`src/rtl/pong_game_ctrl_if.sv`:
```
// Signal bundle between the Pong game controller and its neighbours:
// ball/button events in, score strobes and overlay status out.
interface pong_game_ctrl_if;
    logic       refr_tick;
    logic [1:0] btn;
    logic       hit;
    logic       miss;
    logic       d_inc;
    logic       d_clr;
    logic       gra_still;
    logic [1:0] game_state;
    logic [1:0] balls_left;

    modport master (
        output refr_tick, btn, hit, miss,
        input  d_inc, d_clr, gra_still, game_state, balls_left
    );

    modport slave (
        input  refr_tick, btn, hit, miss,
        output d_inc, d_clr, gra_still, game_state, balls_left
    );
endinterface

```
`src/rtl/pong_game_ctrl.sv`:
```
// Pong game-control FSM: drives score-counter strobes, tracks balls
// remaining, and times the between-ball / game-over pauses.
module pong_game_ctrl #(
    parameter int BALLS       = 3,
    parameter int TIMER_TICKS = 120,
    parameter int TW          = 7
) (
    input  logic             clk,
    input  logic             reset,
    pong_game_ctrl_if.slave  bus
);

    typedef enum logic [1:0] {
        NEWGAME = 2'b00,
        PLAY    = 2'b01,
        NEWBALL = 2'b10,
        OVER    = 2'b11
    } state_t;

    localparam logic [TW-1:0] TIMER_LOAD = TW'(TIMER_TICKS);
    localparam logic [TW-1:0] TIMER_ONE  = TW'(1);
    localparam logic [1:0]    BALLS_INIT = 2'(BALLS);

    state_t        state_q, state_d;
    logic [1:0]    balls_q, balls_d;
    logic [TW-1:0] timer_q, timer_d;
    logic          btn_q;
    logic          d_inc_q, d_inc_d;
    logic          press;
    logic          timer_start;
    logic          timer_up;

    // btn_q resets high so a button held through reset is not a press
    assign press    = (|bus.btn) & ~btn_q;
    assign timer_up = (timer_q == '0);

    always_ff @(posedge clk or posedge reset) begin
        if (reset) begin
            state_q <= NEWGAME;
            balls_q <= BALLS_INIT;
            timer_q <= '0;
            btn_q   <= 1'b1;
            d_inc_q <= 1'b0;
        end else begin
            state_q <= state_d;
            balls_q <= balls_d;
            timer_q <= timer_d;
            btn_q   <= |bus.btn;
            d_inc_q <= d_inc_d;
        end
    end

    always_comb begin
        state_d     = state_q;
        balls_d     = balls_q;
        d_inc_d     = 1'b0;
        timer_start = 1'b0;
        unique case (state_q)
            NEWGAME: begin
                balls_d = BALLS_INIT;
                if (press) begin
                    state_d = PLAY;
                    balls_d = BALLS_INIT - 2'd1;
                end
            end
            PLAY: begin
                if (bus.miss) begin
                    timer_start = 1'b1;
                    if (balls_q == '0) begin
                        state_d = OVER;
                    end else begin
                        state_d = NEWBALL;
                        balls_d = balls_q - 2'd1;
                    end
                end else if (bus.hit) begin
                    d_inc_d = 1'b1;
                end
            end
            NEWBALL: begin
                if (timer_up && press) state_d = PLAY;
            end
            OVER: begin
                // refill on the transition edge so NEWGAME shows a full stock at once
                if (timer_up) begin
                    state_d = NEWGAME;
                    balls_d = BALLS_INIT;
                end
            end
            default: state_d = NEWGAME;
        endcase
    end

    always_comb begin
        timer_d = timer_q;
        if (timer_start)
            timer_d = TIMER_LOAD;
        else if (bus.refr_tick && !timer_up)
            timer_d = timer_q - TIMER_ONE;
    end

    assign bus.d_inc      = d_inc_q;
    assign bus.d_clr      = (state_q == NEWGAME);
    assign bus.gra_still  = (state_q != PLAY);
    assign bus.game_state = state_q;
    assign bus.balls_left = balls_q;

endmodule

```
`src/flat_wrapper.sv`:
```
// flat-port wrapper written by rule: the top's interface ports become plain ports
module pong_game_ctrl_flat 
#(
    parameter int BALLS       = 3,
    parameter int TIMER_TICKS = 120,
    parameter int TW          = 7
)
  (clk, reset, bus_refr_tick, bus_btn, bus_hit, bus_miss, bus_d_inc, bus_d_clr, bus_gra_still, bus_game_state, bus_balls_left);
  pong_game_ctrl_if bus_i ();
  input  logic clk;
  input  logic reset;
  input wire logic [$bits(bus_i.refr_tick)-1:0] bus_refr_tick;
  input wire logic [$bits(bus_i.btn)-1:0] bus_btn;
  input wire logic [$bits(bus_i.hit)-1:0] bus_hit;
  input wire logic [$bits(bus_i.miss)-1:0] bus_miss;
  output wire logic [$bits(bus_i.d_inc)-1:0] bus_d_inc;
  output wire logic [$bits(bus_i.d_clr)-1:0] bus_d_clr;
  output wire logic [$bits(bus_i.gra_still)-1:0] bus_gra_still;
  output wire logic [$bits(bus_i.game_state)-1:0] bus_game_state;
  output wire logic [$bits(bus_i.balls_left)-1:0] bus_balls_left;
  assign bus_i.refr_tick = bus_refr_tick;
  assign bus_i.btn = bus_btn;
  assign bus_i.hit = bus_hit;
  assign bus_i.miss = bus_miss;
  assign bus_d_inc = bus_i.d_inc;
  assign bus_d_clr = bus_i.d_clr;
  assign bus_gra_still = bus_i.gra_still;
  assign bus_game_state = bus_i.game_state;
  assign bus_balls_left = bus_i.balls_left;
  pong_game_ctrl #(.BALLS(BALLS), .TIMER_TICKS(TIMER_TICKS), .TW(TW)) u_core (.clk(clk), .reset(reset), .bus(bus_i));
endmodule
```
`config.mk`:
```
export PLATFORM = sky130hd
export DESIGN_NAME = pong_game_ctrl_flat
export DESIGN_NICKNAME = d
export VERILOG_FILES = /design/src/rtl/pong_game_ctrl_if.sv /design/src/rtl/pong_game_ctrl.sv /design/src/flat_wrapper.sv
export SDC_FILE = /design/constraint.sdc
export NUM_CORES = 1
export LEC_CHECK = 0
export BUFFER_PORTS_ARGS = -buffer_cell sky130_fd_sc_hd__buf_2
export CELL_PAD_IN_SITES_DETAIL_PLACEMENT = 1
export CELL_PAD_IN_SITES_GLOBAL_PLACEMENT = 1
export CORE_MARGIN = 5
export CORE_UTILIZATION = 42
export CTS_BUF_LIST = sky130_fd_sc_hd__clkbuf_4 sky130_fd_sc_hd__clkbuf_8 sky130_fd_sc_hd__clkbuf_16
export DETAILED_ROUTE_END_ITERATION = 10
export PLACE_DENSITY_LB_ADDON = 0.12
export SETUP_SLACK_MARGIN = 0.3
export SYNTH_ARGS = -nofsm -noshare
export SYNTH_HDL_FRONTEND = slang
export SYNTH_SLANG_ARGS = --single-unit
```
`constraint.sdc`:
```
create_clock -name clk -period 2.73 [get_ports clk]
set_input_delay 0.4095 -clock clk [delete_from_list [all_inputs] [get_ports clk]]
set_output_delay 0.4095 -clock clk [all_outputs]
set_load 0.1 [all_outputs]
```
==> impl_metrics.ini, run 1 <==
[worst_setup_path]
worst-path-max-fanout = 10
arrival_ps = 1460
path_class = reg -> out
cp-start-kind = flop
cp.required_ps = 2320
crit_path_end_kind = output port

[layout]
stdcell_area_um2 = 863
area_growth_pct = 16.8
drive_above_1_share = 0.284
diodes = 0
nets = 106

[timing]
whs_ps = 156
fmax_ghz = 0.536
clock_skew_ps = 3.12
slew_violations = 0
fin_tns_setup_ps = 0
period_needed_ps = 1870
finalSetupViolCount = 0
fin_ws_ps = 863
final-hold-violation-count = 0
worstMarginPinSlew_ps = 605
relSlewSlack = 0.591
rsz0062_at_grt = no
finalCritPeriodShare = 0.684

[floorplanning]
die_area_mm2 = 0.00270
ioPinCount = 14
fp.dieW_um = 52.0
fp-row-count = 15
die_y_um = 52.0
core-area_mm2 = 0.00171
start_util = 0.433

[logic_synthesis]
netlist_area_um2 = 739
synth_nets = 90
syn_inst = 80
avgSynthCellArea_um2 = 9.24
yosysMostFrequentCell = nor2_1
seq_area_frac_synth = 0.445
synth_seq_cells = 13
synth-main-ff-cell = dfrtp_1
synth_edf_count = 0
synth_area_leaders = dfrtp_1, dfstp_2, nor2_1
synth_cell_types = 33
synthArstFlopShare = 1.00
synthTopCellsByCount = nor2_1, dfrtp_1, inv_1, nand2_1, a21oi_1
yosys_warnings = 0
yosys.area.top_type = dfrtp_1
yosys.area.top_type_share = 0.338

[power_and_ir_drop]
power_uw = 968
p_leak_nw = 0.414
p_per_area_mw_per_mm2 = 1120
peakVddDrop_v = 0.000444

[route]
first_pass_iters = 4
drt-initial-drc-count = 2
drcViolationCount = 0
totalWireLength_um = 1650
vias = 584
ant_nets = 0
viasPerCell = 4.87
routedWlPerCell_um = 13.8

[place]
io_buffer_count = 13
dp_hpwl_um = 1300
place_area_um2 = 833
place_congestion = 0.754
dp_slack_ps = 964

[cts]
postCtsHoldBufs = 0
htreeDepth = 1
cts.sinks = 13
clock_latency_ps = 270
clkTransAtPathRegs_ps = 80
numCtsBuffers = 3
cts_tree = done
postCtsSetupRepairBufs = 0
cts_root_buf = clkbuf_4
cts_resized = 0
clock_path_buffers = 2

[global_routing]
grt_max_degree = 14
grtUsageTotal = 0.138
antenna_found_initial = 0
grt_pass1_wl_um = 2800
grt_pass1_vias = 608
grt_overflow = 0

[hold_path]
hold_path_class = in -> async

[outcome]
status = completed

[flow_run]
cap_viol_max_count = 0
[state kept, by name, summed over array words and instances, names as in the netlist]
signal / count
u_core.bus.game_state: 2
u_core.bus.d_inc: 1
u_core.btn_q: 1
u_core.timer_q: 7
u_core.bus.balls_left: 2
[power breakdown]
group	switching, mW	internal [mW]	total [mW]
Clock	0.0618	0.0664	0.128
Combinational	0.338	0.140	0.478
Sequential	0.0877	0.274	0.361
Total	0.488	0.480	0.968
[layout make-up]
class	count	area [um2]
Tap cell	25	31.3
Sequential cell	13	329
Timing Repair Buffer	13	65.1
Multi-Input combinational cell	55	370
Fill cell	213	845
Clock buffer	4	30.0
Inverter	10	37.5
[placed cells by master, fill, tap and decap left out, types with 2 or more instances in the layout]
cell,Yosys,final
nand2_1,6,6
a21oi_1,4,4
ha_1,3,3
o211ai_1,2,2
dfrtp_1,10,10
xor2_1,3,3
clkbuf_4,0,4
inv_1,10,10
nor2_1,11,10
nand4_1,2,2
nand3_1,2,2
dfstp_2,3,3
buf_2,0,13
[stage by stage]
step	cells	utilization
finish	120	0.505
global route	120	0.505
CTS	120	0.505
detailed placement	116	0.488
global placement	116	0.488
floorplan	80	-
[logic make-up (layout without fill, tap and decap cells)]
logic type      Yosys count  after routing  share of synthesized area
simple gates             34             34                      0.257
compound gates           13             13                      0.125
flops                    13             13                      0.445
buf+inv                  12             27                     0.0609
xor+xnor                  4              4                     0.0474
fa+ha+maj                 3              3                     0.0508
mux                       1              1                     0.0135
[critical path, cell delays in order, from the launching register on]
cell and delay [ps]:
dfrtp_1 530, nand2b_2 220, buf_2 440
[metal layers]
layer	track usage	vias up	part of all wire
met3	0.0315	0	0.048
met4	0.0262	0	0
met5	0	-	0
met2	0.213	9	0.45
li1	-	297	-
met1	0.196	278	0.51
[worst paths after layout]
check                                          from                       end  slack, ps  cells past startpoint
min reg2reg                       u_core.timer_q[1]         u_core.timer_q[1]        560                      2
max                        u_core.bus.game_state[1]             bus_gra_still        860                      2
min in group clk                           bus_miss          u_core.bus.d_inc        340                      2
max reg2reg                       u_core.timer_q[0]  u_core.bus.balls_left[1]        950                      6
min                                           reset         u_core.timer_q[3]        160                      2
max in group asynchronous                     reset  u_core.bus.balls_left[1]       2210                      2
(Power assumes the default switching activity.)
==> run 2, diff against run 1 <==
Settings changed: CORE_UTILIZATION 42 to 39.
Clock period 2.73 ns to 1.8 ns, I/O delays scaled along.
==> run 2 against run 1 <==
Effect of this change:
- die area rose by 6.2%
- largest power group unchanged
- sequential power grew 57%
- register-to-register slack got worse by 840 ps
- count of clock-buffer cells in the layout unchanged
- combinational power up 110%
- total power increased by 85%
- non-clock buffer count is 11 higher
- the run now ends with hold timing left
- first-iteration DRC count increased to 6.5 times the previous value
==> impl_metrics.ini, run 2 (same netlist as run 1, synthesis figures left out) <==
[route]
viasPerCell = 5.26
totalWireLength_um = 1980
first_pass_iters = 4
ant_nets = 0
routedWlPerCell_um = 15.1
drt-initial-drc-count = 13
drcViolationCount = 0
vias = 689

[timing]
rsz0062_at_grt = yes
slew_violations = 0
worstMarginPinSlew_ps = 491
period_needed_ps = 1690
whs_ps = -1.43
fmax_ghz = 0.592
final-hold-violation-count = 7
fin_tns_setup_ps = 0
clock_skew_ps = 0.376
finalCritPeriodShare = 0.938
finalSetupViolCount = 0
relSlewSlack = 0.672

[layout]
diodes = 0
largest_reg_flops = 7
stdcell_area_mm2 = 0.00105
drive_above_1_share = 0.500
nets = 117
area_growth_pct = 42.0
final_cells = 131
final_cell_mix = buf_4, nor2_1, dfrtp_1, buf_2, nand2_1
regMostFlops = u_core.timer_q
final_common_cell = buf_4

[worst_setup_path]
worst-path-max-fanout = 4
slowest_delay_ps = 480
r2r_end = u_core.bus.balls_left[1]
cp-start-kind = flop
r2r-start = u_core.timer_q[1]
arrival_ps = 1910
r2r_slack_ps = 110
path_class = reg -> reg
rr_worst_depth = 6
crit_path_end_kind = flop
crit_chain = inv_2 -> ha_4 -> or4b_4 -> or2_4 -> nor2_4 -> o31a_1
cp.required_ps = 2020
cpMaxStageDelayCell = or4b_4

[power_and_ir_drop]
p_leak_nw = 0.485
swShare = 0.472
p_switching_uw = 844
clock_power_share = 0.112
comb_power_share = 0.570
p_per_area_mw_per_mm2 = 1700
peakVddDrop_v = 0.000781
internal-power_uw = 944
sequentialPowerShare = 0.318

[floorplanning]
die_area_mm2 = 0.00287
die_y_um = 53.5
core-area_mm2 = 0.00176
ioPinCount = 14
start_util = 0.419
fp-row-count = 15
fp.dieW_um = 53.5

[global_routing]
grt_pass1_vias = 693
grt_max_degree = 14
grt_pass1_wl_um = 3170
grtUsageTotal = 0.162
antenna_found_initial = 0
grt_overflow = 0

[hold_path]
hold_path_class = in -> async

[cts]
clock_path_buffers = 2
numCtsBuffers = 3
cts_tree = done
cts_root_buf = clkbuf_4
cts.sinks = 13
postCtsHoldBufs = 0
htreeDepth = 1
clkTransAtPathRegs_ps = 80
clock_latency_ps = 280

[place]
dp_hpwl_um = 1350
place_inst = 117
place_congestion = 0.788
place_area_um2 = 895
io_buffer_count = 13

[outcome]
status = finished, violations left
violations = hold timing

[flow_run]
cap_viol_max_count = 0
==> run 2: cell count changes in the layout (fill, tap and decap cells not counted), moves of 3 or more <==
cell   delta
buf_6     +3
buf_2     -6
buf_4    +13
inv_2     +5
inv_1     -5
==> run 2: timing repair <==
item | 4_1_cts | 5_1_grt
setup endpoints to repair | 15 | 13
pin swaps | 8 | 6
resized for setup | 10 | 4
setup buffers | 4 | 6
==> run 2: layout make-up <==
class                      instances  area (um2)
clock buffer                       4        30.0
sequential                        13         344
fill                             213         714
timing repair buffer              24         181
tap                               25        31.3
inverter                          10        37.5
multi-input combinational         55         425
==> run 2: worst max path at each step <==
| stage | from | endpoint | slack, ps | depth (start not counted) |
|---|---|---|---|---|
| floorplan | u_core.bus.game_state[1] | u_core.timer_q[1] | 110 | 5 |
| global placement | u_core.timer_q[1] | u_core.timer_q[2] | 90 | 6 |
| finish | u_core.timer_q[1] | u_core.bus.balls_left[1] | 110 | 6 |
| detailed placement | u_core.timer_q[1] | u_core.timer_q[2] | 50 | 6 |
| CTS | u_core.timer_q[1] | u_core.timer_q[2] | 150 | 6 |
| global route | u_core.timer_q[0] | u_core.timer_q[5] | 30 | 6 |
==> run 2: power groups by stage <==
stage                     registers (mW)  clock network, mW  logic (mW)
after global routing               0.589              0.231        1.10
after detailed placement           0.586                  0       0.763
after floorplan                    0.743                  0       0.485
after CTS                          0.580              0.206       0.887
after global placement             0.576                  0       0.755
final                              0.568              0.201        1.02
==> run 2: routing by layer <==
layer  track usage  share of wire  up-vias
li1              -              -      327
met1         0.185           0.41      340
met2         0.269           0.50       17
met3        0.0554          0.065        5
met4        0.0766          0.017        0
met5             0              0        -
==> run 2: critical path: cells and delay by family (launching register included) <==
family	cells	cell delay, ps
AO/OA/AOI/OAI	1	130
adder cells (fa/ha/maj)	1	130
buffers and inverters	1	90
flip-flops	1	400
AND/OR/NAND/NOR	3	890
==> run 2: metrics by stage <==
stage | util | setup WS (ps) | power (mW) | hold slack (ps)
after floorplan | - | 115 | 1.23 | 145
after CTS | 0.560 | 145 | 1.67 | 10.6
after global routing | 0.595 | 29.5 | 1.92 | 33.4
final | 0.595 | 112 | 1.79 | -1.43
after detailed placement | 0.507 | 48.5 | 1.35 | 318
after global placement | 0.507 | 89.2 | 1.33 | 315
